`src/rtl/intr_ctrl.sv`:
```
// intr_ctrl: fixed-priority vectored interrupt controller with per-source edge/level
// inputs, a req/ack handshake to the core and a saved-PC stack for nesting.
module intr_ctrl #(
   parameter int N_SRC      = 8,
   parameter int PC_W       = 8,
   parameter int VEC_BASE   = 16,
   parameter int VEC_STRIDE = 16,
   parameter int STACK_D    = 4
) (
   input  logic             clk,
   input  logic             rst,
   input  logic [N_SRC-1:0] irq_src,
   input  logic             reg_we,
   input  logic [2:0]       reg_addr,
   input  logic [15:0]      reg_wdata,
   output logic [15:0]      reg_rdata,
   output logic             irq_req,
   output logic [PC_W-1:0]  irq_vec,
   output logic [3:0]       irq_id,
   input  logic             irq_ack,
   input  logic [PC_W-1:0]  pc_in,
   input  logic             reti,
   output logic [PC_W-1:0]  ret_pc,
   output logic             ret_valid
);
   localparam int DW = $clog2(STACK_D + 1);

   typedef enum logic {S_IDLE, S_REQ} state_t;

   state_t           r_state, w_state_next;
   logic [N_SRC-1:0] r_sync1, r_sync2, r_sync_d;
   logic [N_SRC-1:0] r_pend, r_en, r_mode, r_active;
   logic             r_ge, r_ne, r_err, r_ovf;
   logic [PC_W-1:0]  r_stack [STACK_D];
   logic [DW-1:0]    r_depth;
   logic [3:0]       r_id;
   logic [PC_W-1:0]  r_vec, r_ret_pc;
   logic             r_ret_valid;
   logic [15:0]      r_rdata;

   logic             w_wr_ctrl, w_wr_en, w_wr_pend, w_wr_mode, w_wr_force;
   logic [N_SRC-1:0] w_wbits, w_elig, w_allow, w_cand_any, w_cand;
   logic [N_SRC-1:0] w_set, w_clr, w_pend_next, w_id_onehot, w_active_low;
   logic             w_full, w_empty, w_has, w_id_elig;
   logic [3:0]       w_win;
   logic [31:0]      w_vec_full;
   logic [PC_W-1:0]  w_top;
   logic             w_latch, w_push, w_pop, w_err_set, w_ovf_set;
   logic             w_unused;

   assign w_wr_ctrl  = reg_we && (reg_addr == 3'd0);
   assign w_wr_en    = reg_we && (reg_addr == 3'd1);
   assign w_wr_pend  = reg_we && (reg_addr == 3'd2);
   assign w_wr_mode  = reg_we && (reg_addr == 3'd3);
   assign w_wr_force = reg_we && (reg_addr == 3'd6);
   assign w_wbits    = reg_wdata[N_SRC-1:0];

   assign w_elig       = r_pend & r_en & {N_SRC{r_ge}};
   assign w_cand_any   = w_elig & w_allow;
   assign w_full       = (r_depth == DW'(STACK_D));
   assign w_empty      = (r_depth == '0);
   assign w_cand       = w_full ? '0 : w_cand_any;
   assign w_active_low = r_active & (~r_active + 1'b1);

   // Per source: nesting mask, pending next-state (a new edge beats any clear) and id decode.
   generate
      for (genvar gi = 0; gi < N_SRC; gi++) begin : g_src
         assign w_allow[gi]     = ~|r_active | (r_ne & ~|r_active[gi:0]);
         assign w_set[gi]       = (r_sync2[gi] & ~r_sync_d[gi]) | (w_wr_force & w_wbits[gi]);
         assign w_clr[gi]       = (w_wr_pend & w_wbits[gi]) | (w_push & w_id_onehot[gi]);
         assign w_pend_next[gi] = r_mode[gi] ? (w_set[gi] | (r_pend[gi] & ~w_clr[gi]))
                                             : r_sync2[gi];
         assign w_id_onehot[gi] = (r_id == 4'(gi));
      end
   endgenerate

   always_comb begin
      w_win     = '0;
      w_has     = 1'b0;
      w_id_elig = 1'b0;
      for (int i = N_SRC - 1; i >= 0; i--) begin
         if (w_cand[i]) begin
            w_win = 4'(i);
            w_has = 1'b1;
         end
         if (r_id == 4'(i)) w_id_elig = w_elig[i];
      end
      w_vec_full = 32'(VEC_BASE) + 32'(w_win) * 32'(VEC_STRIDE);
   end

   always_comb begin
      w_top = '0;
      for (int i = 0; i < STACK_D; i++)
         if (r_depth == DW'(i + 1)) w_top = r_stack[i];
   end

   always_ff @(posedge clk) begin
      if (rst) r_state <= S_IDLE;
      else     r_state <= w_state_next;
   end

   always_comb begin
      w_state_next = r_state;
      w_latch      = 1'b0;
      w_push       = 1'b0;
      w_pop        = 1'b0;
      w_err_set    = 1'b0;
      w_ovf_set    = 1'b0;
      case (r_state)
         S_IDLE: begin
            if (w_has) begin
               w_latch      = 1'b1;
               w_state_next = S_REQ;
            end else if (w_full && (|w_cand_any)) begin
               w_ovf_set = 1'b1;
            end
            if (irq_ack) w_err_set = 1'b1;
            if (reti) begin
               if (w_empty) w_err_set = 1'b1;
               else         w_pop     = 1'b1;
            end
         end
         S_REQ: begin
            if (irq_ack) begin
               w_push       = 1'b1;
               w_state_next = S_IDLE;
               if (reti) w_err_set = 1'b1;
            end else begin
               if (!w_id_elig) w_state_next = S_IDLE;
               if (reti) begin
                  if (w_empty) w_err_set = 1'b1;
                  else         w_pop     = 1'b1;
               end
            end
         end
         default: w_state_next = S_IDLE;
      endcase
   end

   always_ff @(posedge clk) begin
      if (rst) begin
         r_sync1     <= '0;
         r_sync2     <= '0;
         r_sync_d    <= '0;
         r_pend      <= '0;
         r_en        <= '0;
         r_mode      <= '0;
         r_active    <= '0;
         r_ge        <= 1'b0;
         r_ne        <= 1'b0;
         r_err       <= 1'b0;
         r_ovf       <= 1'b0;
         r_depth     <= '0;
         r_id        <= '0;
         r_vec       <= '0;
         r_ret_pc    <= '0;
         r_ret_valid <= 1'b0;
         r_rdata     <= '0;
         for (int i = 0; i < STACK_D; i++) r_stack[i] <= '0;
      end else begin
         r_sync1  <= irq_src;
         r_sync2  <= r_sync1;
         r_sync_d <= r_sync2;
         r_pend   <= w_pend_next;
         if (w_wr_ctrl) begin
            r_ge <= reg_wdata[15];
            r_ne <= reg_wdata[8];
         end
         r_err <= w_err_set | (r_err & ~(w_wr_ctrl & reg_wdata[1]));
         r_ovf <= w_ovf_set | (r_ovf & ~(w_wr_ctrl & reg_wdata[0]));
         if (w_wr_en)   r_en   <= w_wbits;
         if (w_wr_mode) r_mode <= w_wbits;
         r_active <= (r_active | (w_push ? w_id_onehot : '0)) & ~(w_pop ? w_active_low : '0);
         if (w_latch) begin
            r_id  <= w_win;
            r_vec <= w_vec_full[PC_W-1:0];
         end
         for (int i = 0; i < STACK_D; i++)
            if (w_push && (r_depth == DW'(i))) r_stack[i] <= pc_in;
         if (w_push)     r_depth <= r_depth + 1'b1;
         else if (w_pop) r_depth <= r_depth - 1'b1;
         r_ret_valid <= w_pop;
         if (w_pop) r_ret_pc <= w_top;
         case (reg_addr)
            3'd0:    r_rdata <= {r_ge, 6'b0, r_ne, 6'b0, r_err, r_ovf};
            3'd1:    r_rdata <= 16'(r_en);
            3'd2:    r_rdata <= 16'(r_pend);
            3'd3:    r_rdata <= 16'(r_mode);
            3'd4:    r_rdata <= 16'(r_active);
            3'd5:    r_rdata <= 16'(w_top);
            3'd7:    r_rdata <= 16'(r_depth);
            default: r_rdata <= '0;
         endcase
      end
   end

   assign irq_req   = (r_state == S_REQ);
   assign irq_vec   = r_vec;
   assign irq_id    = r_id;
   assign ret_pc    = r_ret_pc;
   assign ret_valid = r_ret_valid;
   assign reg_rdata = r_rdata;
   assign w_unused  = &{1'b0, reg_wdata, w_vec_full};
endmodule

```
`config.mk`:
```
export PLATFORM = sky130hd
export DESIGN_NAME = intr_ctrl
export DESIGN_NICKNAME = d
export VERILOG_FILES = /design/src/rtl/intr_ctrl.sv
export SDC_FILE = /design/constraint.sdc
export NUM_CORES = 1
export LEC_CHECK = 0
export BUFFER_PORTS_ARGS = -buffer_cell sky130_fd_sc_hd__buf_4
export CAP_MARGIN = 10
export CORE_UTILIZATION = 62
export DETAILED_ROUTE_END_ITERATION = 10
export GPL_TIMING_DRIVEN = 0
export PLACE_DENSITY = 0.86
export SLEW_MARGIN = 20
export SYNTH_ARGS = -nofsm -noshare
export SYNTH_HDL_FRONTEND = slang
export SYNTH_SLANG_ARGS = --single-unit
```
`constraint.sdc`:
```
create_clock -name clk -period 3.77 [get_ports clk]
set_input_delay 0.377 -clock clk [delete_from_list [all_inputs] [get_ports clk]]
set_output_delay 0.377 -clock clk [all_outputs]
set_load 0.01 [all_outputs]
```
==> reports/metrics.yaml <==
status: "finished with violations"
failed_checks: "DRC"
hold_viol_final: 0
cts_resized: 0
synth_compound_area_share_pct: 17.9
r2r-start: "r_active[1]$_SDFF_PP0_"
fin_ws_ns: 0.848
pre_cts_ws_ns: 1.01
cts_buffers: 17
cp_data_required_time_ns: 4.14
synth_area_mm2: 0.00577
post-route-period-util_pct: 77.5
clk_latency_ns: 0.52
muxShareOfSynthArea_pct: 2.82
drcViolationCount: 1
synth_cell_type_count: 65
post_drt_wl_per_cell_um: 20.0
synth-xor-area-share_pct: 0.304
crit_top_cell: "a21oi_1"
clock-sinks: 122
fin_crit_ns: 2.92
synth_top_family_by_area: "simple AND/OR/NAND/NOR gates"
ys_seq_area_share_pct: 47.9
firstDrtPassIters: 10
crit_family: "compound AO/OA/AOI/OAI gates"
die_x_um: 98.5
crit_type: "register to register"
yosys_warnings: 0
antenna_left: 0
cts_tree: "done"
p_per_area_mw_per_mm2: 547
path_buf_inv: 0
synth_commonest_cells: "dfxtp_1 (90), nand2_1 (78), nor2_1 (64)"
setup-tns-final_ns: 0
synth.most_common_cell: "dfxtp_1"
drive_above_1_share_pct: 17.6
postPlaceCellArea_mm2: 0.00638
crit_chain: "or3b_2 -> o32ai_1 -> o2111ai_1 -> a21oi_1 -> a21oi_1 -> nor3_1 -> ha_1 -> nor2_1 -> o31ai_1 -> a31oi_1"
syn2layout_area_growth_pct: 20.3
postCtsHoldBufs: 0
relSlewSlack_pct: 40.1
slew_violations: 0
cp-start-kind: "register"
grtUsageTotal_pct: 35.6
post_cts_buffers: 0
p_total_mw: 3.80
portBuffers: 59
antenna_cells: 0
ys_seq_elements: 122
yosysTopAreaCellShare_pct: 31.2
setup.worst_path.end: "irq_vec[6]$_SDFFE_PP0P_"
coreArea_mm2: 0.00885
grt-ovfl-total: 0
synth_fa_ha_area_share_pct: 1.52
cpMaxStageDelayCell: "or3b_2"
ys_async_sr_fraction_pct: 0
worst-slew-pin-transition_ns: 0.897
synth_area_per_cell_um2: 9.20
place_congestion: 0.925
via_per_inst: 6.32
synth.top_cells.by_area: "dfxtp_1 (31%), edfxtp_1 (17%), nand2_1 (5.1%), nor2_1 (4.2%), a21oi_1 (3.9%)"
netlist_instances: 627
regMostFlops: "r_stack"
num_rows: 34
r2r_end: "irq_vec[6]$_SDFFE_PP0P_"
htreeDepth: 4
end_kind: "register"
num_vias: 5280
final_core_util_pct: 78.4
routed_wl_mm: 16.7
largest_reg_flops: 32
crit_fanout: 8
rrSetupSlack_ns: 0.85
postLayoutCellArea_mm2: 0.00694
start_util_pct: 65.2
die-area_mm2: 0.00969
crit_arrival_ns: 3.29
ir_drop_mv: 0.548
grt_max_degree: 17
cts-root-buf: "clkbuf_8"
power.leakage_nw: 2.65
finalClockSkew_ns: 0.00823
fin_nets: 762
maxCapViolCount: 0
crit_start: "r_active[1]$_SDFF_PP0_"
grt_pass1_vias: 5220
hold_path_class: "primary input to register"
yosys.area_share.simple_pct: 24.3
ff2ff_path_depth: 10
clk_pin_slew_ns: 0.06
critPathMaxStageDelay_ns: 0.58
drtIter0Drc: 532
rsz0062_at_grt: "false"
fmax_ghz: 0.342
cts.path.max_buffers: 2
dp_hpwl_mm: 11.9
num_io_pins: 78
cp.depth: 10
antenna_found_initial: 0
synth_edf_count: 32
synth-main-ff-cell: "dfxtp_1"
finalSetupViolations: 0
die_height_um: 98.5
synth_top_cell_by_area: "dfxtp_1"
grt_pass1_wl_mm: 26.5
report_power, final:
group | switching [mW] | total [mW] | internal (mW)
Sequential | 0.0552 | 1.48 | 1.42
Combinational | 0.485 | 0.776 | 0.291
Clock | 0.649 | 1.54 | 0.891
Total | 1.19 | 3.80 | 2.61
routing by layer:
layer	vias to the layer above	global-route usage [%]	routed length (um)
li1	2402	-	-
met1	2488	45.4	6840
met2	337	56.8	7690
met3	53	10.1	1660
met4	0	15.5	532
met5	-	0	0
area by class of cell:
class                   count  area, um^2
well taps                 108         135
clock buffers              18         419
plain buffers              47         262
flip-flops and latches    122        2760
clock inverters            14         134
fillers                   613        1910
inverters                   9        33.8
multi-input cells         459        2750
repair buffers             59         443
cells by family after synthesis:
group,count (synthesis)
AND/OR/NAND/NOR,278
buffers and inverters,56
multiplexers,13
flip-flops,122
AO/OA/AOI/OAI,148
adder cells (fa/ha/maj),7
XOR/XNOR,2
other,1
worst min path at each step:
stage,slack (ns),depth (start not counted),to,from
floorplan,0.41,1,r_sync2[0]$_SDFF_PP0_,r_sync1[0]$_SDFF_PP0_
global placement,0.42,1,r_sync2[4]$_SDFF_PP0_,r_sync1[4]$_SDFF_PP0_
detailed placement,0.43,1,r_sync2[2]$_SDFF_PP0_,r_sync1[2]$_SDFF_PP0_
CTS,0.07,2,r_sync1[3]$_SDFF_PP0_,irq_src[3]
global route,0.06,2,r_sync1[4]$_SDFF_PP0_,irq_src[4]
finish,0.07,2,r_sync1[0]$_SDFF_PP0_,irq_src[0]
layout by cell type (no fill, tap or decap), types with 4 or more instances in the layout:
cell type,instances
a211o_1,6
a211oi_1,13
a21oi_1,45
a221oi_1,7
a22oi_1,11
a311oi_1,4
a31oi_1,5
a32o_1,5
a32oi_1,5
and2_1,36
and3_1,6
and3b_1,7
buf_4,72
clkbuf_1,26
clkbuf_16,16
conb_1,11
dfxtp_1,90
edfxtp_1,32
ha_1,7
inv_1,8
inv_6,6
mux2_2,6
mux2i_1,5
nand2_1,78
nand2b_1,12
nand3_1,17
nand3b_1,6
nor2_1,64
nor2b_1,27
nor3_1,8
o211ai_1,4
o21ai_0,20
metrics by stage:
stage | std cells | hold slack, ns
6_report | 836 | 0.0681
4_1_cts | 836 | 0.0671
3_3_place_gp | 804 | 0.419
2_1_floorplan | 637 | 0.414
3_5_place_dp | 804 | 0.427
5_1_grt | 836 | 0.0578
(Power assumes the default switching activity.)
